### config.mk
export PLATFORM = sky130hd
export DESIGN_NAME = rr_priority_arbiter
export DESIGN_NICKNAME = d
export VERILOG_FILES = /design/src/rtl/rr_priority_arbiter.sv
export SDC_FILE = /design/constraint.sdc
export NUM_CORES = 1
export LEC_CHECK = 0
export ABC_AREA = 1
export CAP_MARGIN = 20
export CORE_ASPECT_RATIO = 1.1
export CORE_UTILIZATION = 39
export DETAILED_ROUTE_END_ITERATION = 6
export PLACE_DENSITY = 0.79
export SLEW_MARGIN = 25
export SYNTH_ARGS = -nofsm -noshare
export SYNTH_HDL_FRONTEND = slang
export SYNTH_SLANG_ARGS = --single-unit
### constraint.sdc
create_clock -name clk_i -period 1.27 [get_ports clk_i]
set_clock_uncertainty 0.05 [all_clocks]
set_input_delay 0.254 -clock clk_i [delete_from_list [all_inputs] [get_ports clk_i]]
set_output_delay 0.254 -clock clk_i [all_outputs]
set_load 0.01 [all_outputs]
### src/rtl/rr_priority_arbiter.sv
// -----------------------------------------------------------------------------
// rr_priority_arbiter
//
// Registered arbiter over NUM_REQ request lines. Each time the output stage is
// free, it picks one requester and registers the result as a one-hot grant
// plus a binary index. The result is held behind a valid/ready handshake.
// A registered grant is never revoked. It stays on the outputs until the
// consumer accepts it, even if the requester drops its line.
//
// Optional feature macro: RR_PRIORITY_ARBITER_ROUND_ROBIN_EN
//   defined   : rotating priority. The search starts just after the last
//               accepted index.
//   undefined : fixed priority. The search always starts at index 0, so the
//               lowest set request wins. No pointer logic is built.
//
// Parameters:
//   NUM_REQ   number of request lines (>= 1, any value)
//   IDX_W     width of gnt_idx_o, $clog2(NUM_REQ) with a minimum of 1
//
// Ports:
//   clk_i      in   1        clock; everything updates on the rising edge
//   rst_i      in   1        synchronous active-high reset
//   req_i      in   NUM_REQ  request vector; bit i = requester i wants access
//   ready_i    in   1        consumer accepts the current grant this cycle
//   valid_o    out  1        gnt_o / gnt_idx_o hold a valid grant
//   gnt_o      out  NUM_REQ  one-hot grant; zero when valid_o = 0
//   gnt_idx_o  out  IDX_W    index of the granted line; zero when valid_o = 0
// -----------------------------------------------------------------------------
module rr_priority_arbiter #(
  parameter int NUM_REQ = 16,
  parameter int IDX_W   = (NUM_REQ > 1) ? $clog2(NUM_REQ) : 1
) (
  input  logic               clk_i,
  input  logic               rst_i,
  input  logic [NUM_REQ-1:0] req_i,
  input  logic               ready_i,
  output logic               valid_o,
  output logic [NUM_REQ-1:0] gnt_o,
  output logic [IDX_W-1:0]   gnt_idx_o
);

  localparam logic [IDX_W-1:0] LAST_IDX = IDX_W'(NUM_REQ - 1);

  // Output stage registers and their next values.
  logic               valid_reg;
  logic               valid_next;
  logic [NUM_REQ-1:0] gnt_reg;
  logic [NUM_REQ-1:0] gnt_next;
  logic [IDX_W-1:0]   gnt_idx_reg;
  logic [IDX_W-1:0]   gnt_idx_next;

  // Handshake decode.
  logic accept;       // current grant is consumed at this edge
  logic stage_free;   // output stage may load a new result at this edge

  // Arbitration search.
  logic [IDX_W-1:0] search_start;
  logic             hi_found;
  logic [IDX_W-1:0] hi_idx;
  logic             lo_found;
  logic [IDX_W-1:0] lo_idx;
  logic             win_found;
  logic [IDX_W-1:0] win_idx;

  assign accept     = valid_reg & ready_i;
  assign stage_free = ~valid_reg | ready_i;

`ifdef RR_PRIORITY_ARBITER_ROUND_ROBIN_EN
  // Rotating priority pointer. It only moves when a grant is accepted, and
  // then to the slot just after the accepted index. The wrap uses an explicit
  // compare so that NUM_REQ values that are not a power of two work.
  logic [IDX_W-1:0] ptr_reg;
  logic [IDX_W-1:0] ptr_next;

  always_comb begin
    ptr_next = ptr_reg;
    if (accept) begin
      ptr_next = (gnt_idx_reg == LAST_IDX) ? '0 : gnt_idx_reg + IDX_W'(1);
    end
  end

  // An accept and a reload can happen in the same cycle. In that case the
  // reload must search from the updated pointer, so the search starts from
  // ptr_next rather than ptr_reg.
  assign search_start = ptr_next;

  always_ff @(posedge clk_i) begin
    if (rst_i) begin
      ptr_reg <= '0;
    end else begin
      ptr_reg <= ptr_next;
    end
  end
`else
  assign search_start = '0;
`endif

  // Circular search in two linear passes. The search order is
  // start..NUM_REQ-1, then 0..start-1.
  //   hi pass: lowest set index at or above search_start.
  //   lo pass: lowest set index overall, used when the hi pass is empty.
  // The loops run downward, so the last hit (the lowest index) wins.
  always_comb begin
    hi_found = 1'b0;
    hi_idx   = '0;
    lo_found = 1'b0;
    lo_idx   = '0;
    for (int i = NUM_REQ - 1; i >= 0; i--) begin
      if (req_i[i]) begin
        lo_found = 1'b1;
        lo_idx   = IDX_W'(i);
        if (i >= int'(search_start)) begin
          hi_found = 1'b1;
          hi_idx   = IDX_W'(i);
        end
      end
    end
    win_found = lo_found;
    win_idx   = hi_found ? hi_idx : lo_idx;
  end

  // One-hot grant decoded from the winning index. When nothing is found the
  // grant is all zeros.
  genvar gi;
  for (gi = 0; gi < NUM_REQ; gi++) begin : g_gnt_onehot
    assign gnt_next[gi] = win_found && (win_idx == IDX_W'(gi));
  end

  assign valid_next   = win_found;
  assign gnt_idx_next = win_found ? win_idx : '0;

  // Output stage. It loads whenever free and holds otherwise. Reset takes
  // precedence over any pending handshake, and a grant dropped by reset is
  // never counted as accepted.
  always_ff @(posedge clk_i) begin
    if (rst_i) begin
      valid_reg   <= 1'b0;
      gnt_reg     <= '0;
      gnt_idx_reg <= '0;
    end else if (stage_free) begin
      valid_reg   <= valid_next;
      gnt_reg     <= gnt_next;
      gnt_idx_reg <= gnt_idx_next;
    end
  end

  assign valid_o   = valid_reg;
  assign gnt_o     = gnt_reg;
  assign gnt_idx_o = gnt_idx_reg;

endmodule

==> After elaboration in Yosys (flattened, before gate mapping) <==
Index checks and enable logic that the tools add are counted.
W data, S select, Z words.
{ "word_totals": {"regBits": 21, "output_inout_bits": 21, "wordCells": 70} }
{ "classes": {"eq_ne": 15, "n_mux": 33, "bitwise_logic": 2, "reduce_logical": 17} }
{ "op_table": {"columns": ["cell", "count"], "rows": [
  ["$mux W4", 17],
  ["$eq A4 B4 Y1 const B", 8],
  ["$eq A4 B3 Y1 const B", 4],
  ["$logic_and A1 B1 Y1", 16],
  ["$mux W1", 16],
  ["$eq A4 B2 Y1 const B", 2],
  ["$eq A4 B1 Y1 const B", 1],
  ["$logic_not A4 Y1", 1],
  ["$not A1 Y1", 1],
  ["$or A1 B1 Y1", 1]
]} }

==> Depth between registers and ports, before layout <==
Gate-level depths: netlist of run 1.
{ "logic_depth": {"word_depth": 18, "mapped_depth": 18, "depth_no_buf": 18} }

==> Least setup slack after synthesis of run 1 <==
OpenSTA, ideal clock, no wires.
{ "synth_path": {"path_type": "in2reg", "from": "input req_i[14]", "to": "register gnt_reg[15] (netlist: gnt_o[15])", "setup_time_ps": 134, "t_arrival_ps": 1185, "required_time_ps": 1086, "slack_ps": -98, "stages": 11, "path_buffers": 0, "path_cell_list": "or2_1 -> nand3_1 -> nand3_1 -> nand3_1 -> nand3_1 -> nand2_1 -> nand3_1 -> nand3_2 -> inv_2 -> nand4_1 -> a21oi_1"} }
{ "synth_between": {"elab_chain_len": 17} }
{ "synth_lines": {"columns": ["item", "line", "text"], "rows": [
  ["start, declared", "35", "input logic [NUM_REQ-1:0] req_i,"],
  ["$mux W4 (15 in series)", "109", "if (req_i[i]) begin"],
  ["$eq A4 B4 Y1", "126", "assign gnt_next[gi] = win_found && (win_idx == IDX_W'(gi));"],
  ["$logic_and A1 B1 Y1 *", "126", null],
  ["end signal, assigned", "142", "gnt_reg <= gnt_next;"],
  ["end, declared", "47", "logic [NUM_REQ-1:0] gnt_reg;"]
]} }
Mark *: on every way between the ends. The rest lies on a longest branch, timed or not.
A chain may end at the register's enable or synchronous reset.

==> Worst setup path in the final report of run 1 <==
{ "layout_path": {"from": "input req_i[15]", "to": "register gnt_idx_reg[1] (netlist: gnt_idx_o[1])"} }
{ "layout_between": {"elab_chain_len": 17} }
{ "layout_lines": {"columns": ["item", "line", "text"], "rows": [
  ["$mux W4 or $mux W1 (tied branches) (16 in series)", "109", null],
  ["$mux W4 *", "130", "assign gnt_idx_next = win_found ? win_idx : '0;"],
  ["end signal, assigned", "143", "gnt_idx_reg <= gnt_idx_next;"],
  ["end, declared", "49", "logic [IDX_W-1:0] gnt_idx_reg;"]
]} }
Marks and branches as above.

==> results of run 1 <==
## per-layer routing
| metal | vias to the layer above | global-route usage, % | wire [um] |
|---|---|---|---|
| met3 | 27 | 5.333 | 234 |
| met5 | - | 0 | 0 |
| met4 | 0 | 14.66 | 196 |
| li1 | 630 | - | - |
| met1 | 633 | 31.20 | 1609 |
| met2 | 69 | 45.05 | 2154 |
## worst paths after layout
check / from / end / slack, ns / depth (start not counted)
setup reg to reg: valid_o / gnt_o[13] / -0.06 / 8
hold / removal: req_i[0] / gnt_o[0] / 0.29 / 4
hold reg to reg: gnt_o[5] / gnt_o[5] / 0.42 / 2
setup / recovery: req_i[15] / gnt_idx_o[1] / -0.12 / 12
## worst max-delay path, delay by kind of cell
family	cells	cell delay (ns)
AO/OA/AOI/OAI	1	0.05
AND/OR/NAND/NOR	9	0.94
buffers and inverters	2	0.30
## flip-flops by register name, summed over array words and instances (netlist names)
name,cells
gnt_o,16
gnt_idx_o,4
valid_o,1
## Yosys cell counts (all sizes together)
library cell	instances	share of area [%]
nor4	2	3.9
inv	23	8.0
or2	1	0.58
buf	1	0.46
nor3	1	0.92
nand2	43	18
nor2	8	3.7
clkbuf	3	2.0
dfxtp	21	39
o21ai	2	0.92
a21oi	20	9.6
nand4	9	5.2
nand3	16	7.9
## logic make-up after synthesis
logic type / count (synthesis) / synth area share, %
AO/OA/AOI/OAI: 22 / 10.51
buffers and inverters: 27 / 10.39
flip-flops: 21 / 38.80
AND/OR/NAND/NOR: 80 / 40.30
## cells in the final DEF (no fill, tap or decap), drive strengths merged
cell type      instances
a21oi                 20
buf                   38
clkbuf                 6
clkdlybuf4s15         10
clkdlybuf4s50          1
clkinv                 1
clkinvlp               1
dfxtp                 21
dlygate4sd2           16
inv                   22
nand2                 43
nand3                 17
nand4                  9
nor2                   8
nor3                   1
nor4                   2
o21ai                  2
or2                    1
## cell type report
class	count	share of cell area [%]
clock buffer	4	1.359
timing repair buffer	67	30.23
tap	31	2.006
sequential	21	21.81
multi-input combinational	103	38.96
inverter	23	5.243
timing repair inverter	1	0.3884
## through the flow
stage               power (mW)  hold WS (ns)  util, %  TNS [ns]
floorplan               0.8291        0.3486        -    -1.148
global placement        0.9852        0.4005    67.45    -13.59
detailed placement      0.9976        0.4019    67.45    -14.92
CTS                      1.320        0.2955    70.96  -0.09937
global route             1.425        0.3052    75.29    -2.207
finish                   1.373        0.2929    75.29    -1.237
## power breakdown
group / internal, mW / switching [mW]
registers: 0.671 / 0.00572
clock network: 0.123 / 0.206
logic: 0.160 / 0.208
total: 0.954 / 0.419
## repair_timing
item                                   4_1_cts  5_1_grt
setup endpoints to repair                   41       28
gates resized for setup                    103       33
gates cloned                                 2        0
hold buffers                                 0        0
pin swaps                                   21       26
endpoints found under the hold margin        0        0
setup buffers                                2        1
==> flow_summary.yaml, run 1 <==
route:
  vias: 1359
  drtPass1Iterations: 4
  drt_wl_total_um: 4194
  drtIter0Drc: 70
  via_per_inst: 5.436
  postRouteAntennaNets: 0
  wl_per_cell_um: 16.78
  drc_errors: 0
run_status:
  violations: "setup timing"
  outcome: "finished, violations left"
floorplanning:
  io_pins: 40
  initial_core_util_pct: 42.20
  dieArea_um2: 2993
  die_x_um: 52.26
  die_h_um: 57.28
  rows: 19
  core_area_um2: 2567
final_layout:
  n_fill_cell: 182
  fin_cells: 250
  fin_area_um2: 1933
  syn_to_final_growth_pct: 78.41
  n_antenna_cell: 0
  drive_gt1_share_pct: 45.21
  seqCellArea_um2: 421.7
  multi_input_area_um2: 753.2
  final_nets: 239
sta:
  worst_pin_slew_ns: 0.3810
  rsz0062_at_grt: "yes"
  final_max_slew_viol_count: 0
  maxSlewHeadroom_pct: 74.41
  min_period_over_period_pct: 109.5
  fmax_mhz: 719.4
  period_needed_ns: 1.390
  fin_ws_ns: -0.1201
  hold_viol: 0
  setup_viol: 16
placed_design:
  place.gp.congestion: 0.7870
  pre_cts_slack_ns: -0.8501
  place_inst: 241
  placed_area_um2: 1732
  dp_hpwl_um: 2451
  numPortBuffers: 39
synth:
  syn-cell-area_um2: 1084
  ys_seq_area_share_pct: 38.80
  ys_warn_count: 0
  synth_seq_cells: 21
  synth_cell_types: 21
  synth_cells: 150
  syn_nets: 169
  syn_avg_cell_area_um2: 7.224
cts:
  cts-htree-levels: 1
  root_buffer: "clkbuf_4"
  clock_path_buffers: 2
  clk_latency_ns: 0.31
  clock_sinks: 21
  clkTransAtPathRegs_ns: 0.12
  numCtsBuffers: 3
  cts_tree: "yes"
critical_path:
  timing.critical_path.mode_cell: "nand3_2"
  required_ns: 1.44
  path_max_fanout: 5
  critPathSlowestCell: "or2_4"
  crit_chain: "buf_8, or2_4, nand3_2, nand3_2, nand3_2, nand3_2, nand2_2, nand3_4, nand3_4, clkinvlp_4, nand2_2, a21oi_2"
  start_kind: "primary input"
  slowest_delay_ns: 0.25
  cp.arrival_ns: 1.56
  endpoint_kind: "flop"
  critPathKind: "in -> reg"
power_and_ir_drop:
  p_leak_nw: 0.8466
  p_per_area_nw_per_um2: 710.4
  ir_drop_uv: 914.4
global_route:
  grt_max_degree: 22
  grt_pass1_vias: 1318
  overflow: 0
  grtUsageTotal_pct: 26.76
  grt_pass1_wl_um: 5968
  antenna_found_initial: 0
min_path:
  hp-class: "in -> reg"
flow_run:
  max-cap-violations: 0
Power figures use the tool's default switching activity.
==> run 2: changes to the inputs <==
--- a/config.mk
+++ b/config.mk
@@ -7,7 +7,6 @@
 export LEC_CHECK = 0
 export ABC_AREA = 1
 export CAP_MARGIN = 20
-export CORE_ASPECT_RATIO = 1.1
 export CORE_UTILIZATION = 39
 export DETAILED_ROUTE_END_ITERATION = 6
 export PLACE_DENSITY = 0.79
==> flow_summary.yaml, run 2 (same netlist as run 1, synthesis figures left out) <==
run_status:
  outcome: "finished, violations left"
  violations: "setup timing"
final_layout:
  layout_common_cells: "nand2_1, buf_4, dfxtp_1"
  n_fill_cell: 179
  fin_cells: 248
  fin_area_um2: 1894
  final_common_cell: "nand2_1"
  drive_gt1_share_pct: 48.62
  syn_to_final_growth_pct: 74.83
  fin_util_pct: 74.43
  largest_register_ffs: 16
  multi_input_area_um2: 734.5
  n_antenna_cell: 0
  final_nets: 238
  seqCellArea_um2: 424.2
critical_path:
  start_kind: "primary input"
  endpoint_kind: "flop"
  rr_worst_depth: 8
  critPathKind: "in -> reg"
  cp.arrival_ns: 1.52
  required_ns: 1.45
  path_max_fanout: 5
placed_design:
  place.gp.congestion: 0.8675
  numPortBuffers: 39
  place_inst: 238
  placed_area_um2: 1715
  pre_cts_slack_ns: -0.8735
  dp_hpwl_um: 2253
cts:
  root_buffer: "clkbuf_4"
  ctsHoldBuffers: 0
  clock_path_buffers: 2
  clk_latency_ns: 0.32
  cts-htree-levels: 1
  numCtsBuffers: 3
  clkTransAtPathRegs_ns: 0.12
  clock_sinks: 21
  cts_tree: "yes"
global_route:
  grt_pass1_vias: 1153
  grt_max_degree: 22
  grt_pass1_wl_um: 5071
  grtUsageTotal_pct: 23.88
  overflow: 0
  antenna_found_initial: 0
sta:
  fmax_mhz: 745.3
  setup_viol: 8
  rsz0062_at_grt: "yes"
  final_max_slew_viol_count: 0
  worst_pin_slew_ns: 0.3499
  period_needed_ns: 1.342
  fin_ws_ns: -0.07181
  hold_viol: 0
  finalSetupTns_ns: -0.3027
  min_period_over_period_pct: 105.7
  maxSlewHeadroom_pct: 76.50
  holdWs_ns: 0.3049
route:
  postRouteAntennaNets: 0
  drtPass1Iterations: 4
  via_per_inst: 5.202
  wl_per_cell_um: 14.00
  drt_wl_total_um: 3473
  vias: 1290
  drc_errors: 0
  drtIter0Drc: 34
power_and_ir_drop:
  p_per_area_nw_per_um2: 706.9
  ir_drop_uv: 781.2
  fin_total_pwr_mw: 1.339
  p_leak_nw: 0.8266
floorplanning:
  die_x_um: 54.71
  die_h_um: 54.71
  rows: 18
  core_area_um2: 2545
  io_pins: 40
  dieArea_um2: 2993
  initial_core_util_pct: 42.58
flow_run:
  max-cap-violations: 0
min_path:
  holdPathStages: 4
  hp-class: "in -> reg"
==> run 2: timing repair <==
item                                    in CTS  in global routing
gates cloned                                 2                  0
pin swaps                                   24                 23
buffers inserted                             3                  1
gates resized for setup                     83                 55
endpoints found under the setup margin      41                 36
==> run 2: final timing paths <==
path	start	end	slack, ns
worst max register to register	valid_o	gnt_o[15]	0.02
worst max-delay path	req_i[14]	gnt_o[14]	-0.07
worst min-delay path	req_i[0]	gnt_o[0]	0.30
worst min register to register	gnt_idx_o[1]	gnt_idx_o[1]	0.42
==> run 2: where the power goes <==
part | leakage (nW) | switching [mW] | internal [mW] | total, mW
Sequential | 0.172 | 0.00682 | 0.672 | 0.678
Clock | 0.0177 | 0.210 | 0.118 | 0.328
Combinational | 0.637 | 0.184 | 0.148 | 0.332
Total | 0.827 | 0.401 | 0.938 | 1.34
==> run 2: worst max-delay path, stage by stage <==
cell        delay, ns
buf_8            0.11
or2_4            0.27
nand3_2          0.07
nand3_2          0.06
nand3_2          0.06
nand3_2          0.06
nand2_1          0.07
nand3_2          0.11
nand3_4          0.14
clkinvlp_4       0.16
nand3_2          0.11
a21oi_2          0.05
==> run 2: final cells by class <==
cell class,count,share of cell area [%]
Timing Repair inverter,1,0.3963
Tap cell,30,1.982
Multi-Input combinational cell,103,38.77
Timing Repair Buffer,66,29.79
Inverter,23,5.218
Clock buffer,3,1.189
Sequential cell,21,22.39
Clock inverter,1,0.2642
==> run 2: per-layer routing <==
metal  wire length (um)  share of wire [%]  global-route usage, %
met5                  0                  0                      0
met4                 13               0.37                  5.128
met1               1499                 43                  28.55
met3                188                5.4                  8.333
met2               1771                 51                  40.56
==> run 3: changes to the inputs <==
--- a/config.mk
+++ b/config.mk
@@ -10,6 +10,7 @@
 export CORE_UTILIZATION = 39
 export DETAILED_ROUTE_END_ITERATION = 6
 export PLACE_DENSITY = 0.79
+export SKIP_LAST_GASP = 1
 export SLEW_MARGIN = 25
 export SYNTH_ARGS = -nofsm -noshare
 export SYNTH_HDL_FRONTEND = slang
==> flow_summary.yaml, run 3 (same netlist as run 1, synthesis figures left out) <==
cts:
  cts_tree: "yes"
  numCtsBuffers: 3
  clkTransAtPathRegs_ns: 0.12
  clock_sinks: 21
  cts-htree-levels: 1
  clk_latency_ns: 0.32
  root_buffer: "clkbuf_4"
  clock_path_buffers: 2
critical_path:
  timing.critical_path.mode_cell: "nand3_2"
  required_ns: 1.45
  cp.arrival_ns: 1.52
  critPathTopFamily: "simple AND/OR/NAND/NOR gates"
  worst-path-stages: 12
  critPathSlowestCell: "or2_4"
  path_buf_inv: 2
  slowest_delay_ns: 0.27
  rr_worst_depth: 8
  r2r_slack_ns: -0.02
  r2r_start: "valid_o"
  crit_chain: "buf_8, or2_4, nand3_2, nand3_2, nand3_2, nand3_2, nand2_1, nand3_2, nand3_4, clkinvlp_4, nand3_2, a21oi_2"
  start_kind: "primary input"
  r2r_end: "gnt_o[15]"
  critPathKind: "in -> reg"
  endpoint: "gnt_o[14]"
  path_max_fanout: 5
  endpoint_kind: "flop"
  crit_start: "req_i[14]"
route:
  drc_errors: 0
  vias: 1279
  drtIter0Drc: 32
  wl_per_cell_um: 13.93
  postRouteAntennaNets: 0
  drtPass1Iterations: 4
  via_per_inst: 5.157
  drt_wl_total_um: 3455
min_path:
  hp-class: "in -> reg"
floorplanning:
  initial_core_util_pct: 42.58
  dieArea_um2: 2993
  die_x_um: 54.71
  core_area_um2: 2545
  io_pins: 40
  die_h_um: 54.71
  rows: 18
global_route:
  grt_pass1_vias: 1153
  use_met1_pct: 28.55
  overflow: 0
  grt_max_degree: 22
  use_met3_pct: 8.333
  grtUsageTotal_pct: 23.88
  grt_pass1_wl_um: 5071
  use_met2_pct: 40.56
  busiest_layer: "met2"
  antenna_found_initial: 0
power_and_ir_drop:
  switchingPower_mw: 0.4013
  ir_drop_uv: 748.4
  combPwrFrac_pct: 24.7
  p_leak_nw: 0.8267
  p_clk_share_pct: 24.6
  p_sw_share_pct: 29.98
  fin_total_pwr_mw: 1.339
  pwr-share-seq_pct: 50.7
  internal_power_mw: 0.9374
  p_per_area_nw_per_um2: 710.4
final_layout:
  n_fill_cell: 179
  final_nets: 238
  final_common_cell: "nand2_1"
  fin_cells: 248
  fin_area_um2: 1884
  drive_gt1_share_pct: 47.25
  largest_register_ffs: 16
  layout_common_cells: "nand2_1, buf_4, dfxtp_1"
  n_antenna_cell: 0
  syn_to_final_growth_pct: 73.90
sta:
  min_period_over_period_pct: 105.2
  holdWs_ns: 0.2930
  rsz0062_at_grt: "yes"
  setup_viol: 9
  fmax_mhz: 748.7
  maxSlewHeadroom_pct: 76.53
  worst_pin_slew_ns: 0.3494
  period_needed_ns: 1.336
  final_max_slew_viol_count: 0
  hold_viol: 0
  fin_ws_ns: -0.06564
placed_design:
  placed_area_um2: 1715
  pre_cts_slack_ns: -0.8735
  place_inst: 238
  place.gp.congestion: 0.8675
  dp_hpwl_um: 2253
  numPortBuffers: 39
flow_run:
  max-cap-violations: 0
run_status:
  violations: "setup timing"
  outcome: "finished, violations left"
-- run 3: cell count changes in the layout (fill, tap and decap cells not counted) --
cell     delta
a21oi_1     +2
a21oi_2     -2
nor2_1      +1
nor2_2      -1
-- run 3: worst min path at each step --
stage	startpoint	endpoint	slack (ns)	cells past startpoint
6_report	req_i[0]	gnt_o[0]	0.29	4
5_1_grt	req_i[0]	gnt_o[0]	0.30	4
4_1_cts	req_i[0]	gnt_o[0]	0.29	4
3_5_place_dp	gnt_o[10]	gnt_o[10]	0.40	2
3_3_place_gp	gnt_o[8]	gnt_o[8]	0.40	2
2_1_floorplan	req_i[0]	gnt_o[0]	0.35	2
-- run 3: worst reg2reg max path, cell delays in order (launching register included) --
cell and delay (ns):
dfxtp_1 0.35, inv_1 0.04, nor2_1 0.20, inv_2 0.11, nand3_4 0.12, nor2_4 0.04
buf_6 0.12, nand4_1 0.10, a21oi_2 0.07
-- run 3: what timing repair did --
action	4_1_cts	5_1_grt
hold buffers	0	0
gates resized for setup	83	52
setup buffers	3	1
endpoints found under the setup margin	41	36
pin swaps	24	22
hold endpoints to repair	0	0
gates cloned	2	0
-- run 3: through the flow --
step                TNS (ns)  utilization (%)
floorplan             -1.148                -
global placement      -13.60            67.40
detailed placement    -15.50            67.40
CTS                  -0.3478            71.14
global route          -1.207            74.04
finish               -0.3086            74.04
-- run 3: area by class of cell --
class                           count  area (um^2)  area share (%)
Tap cell                           30        37.54           1.992
Inverter                           23        98.84           5.246
Sequential cell                    21        424.2           22.51
Clock inverter                      1        5.005          0.2656
Multi-Input combinational cell    103        724.4           38.45
Timing Repair Buffer               66        564.3           29.95
Clock buffer                        3        22.52           1.195
Timing Repair inverter              1        7.507          0.3984
-- run 3: layer usage --
metal  vias up  part of all wire [%]
met5         -                     0
met4         0                  0.38
met3         2                   5.1
met2        30                    52
met1       618                    43
li1        629                     -
-- run 3: power by group through the flow --
stage          Clock [mW]  Sequential [mW]  Combinational [mW]
6_report            0.330            0.679               0.330
5_1_grt             0.363            0.680               0.352
4_1_cts             0.330            0.677               0.303
3_5_place_dp            0            0.692               0.298
3_3_place_gp            0            0.692               0.289
2_1_floorplan           0            0.698               0.131
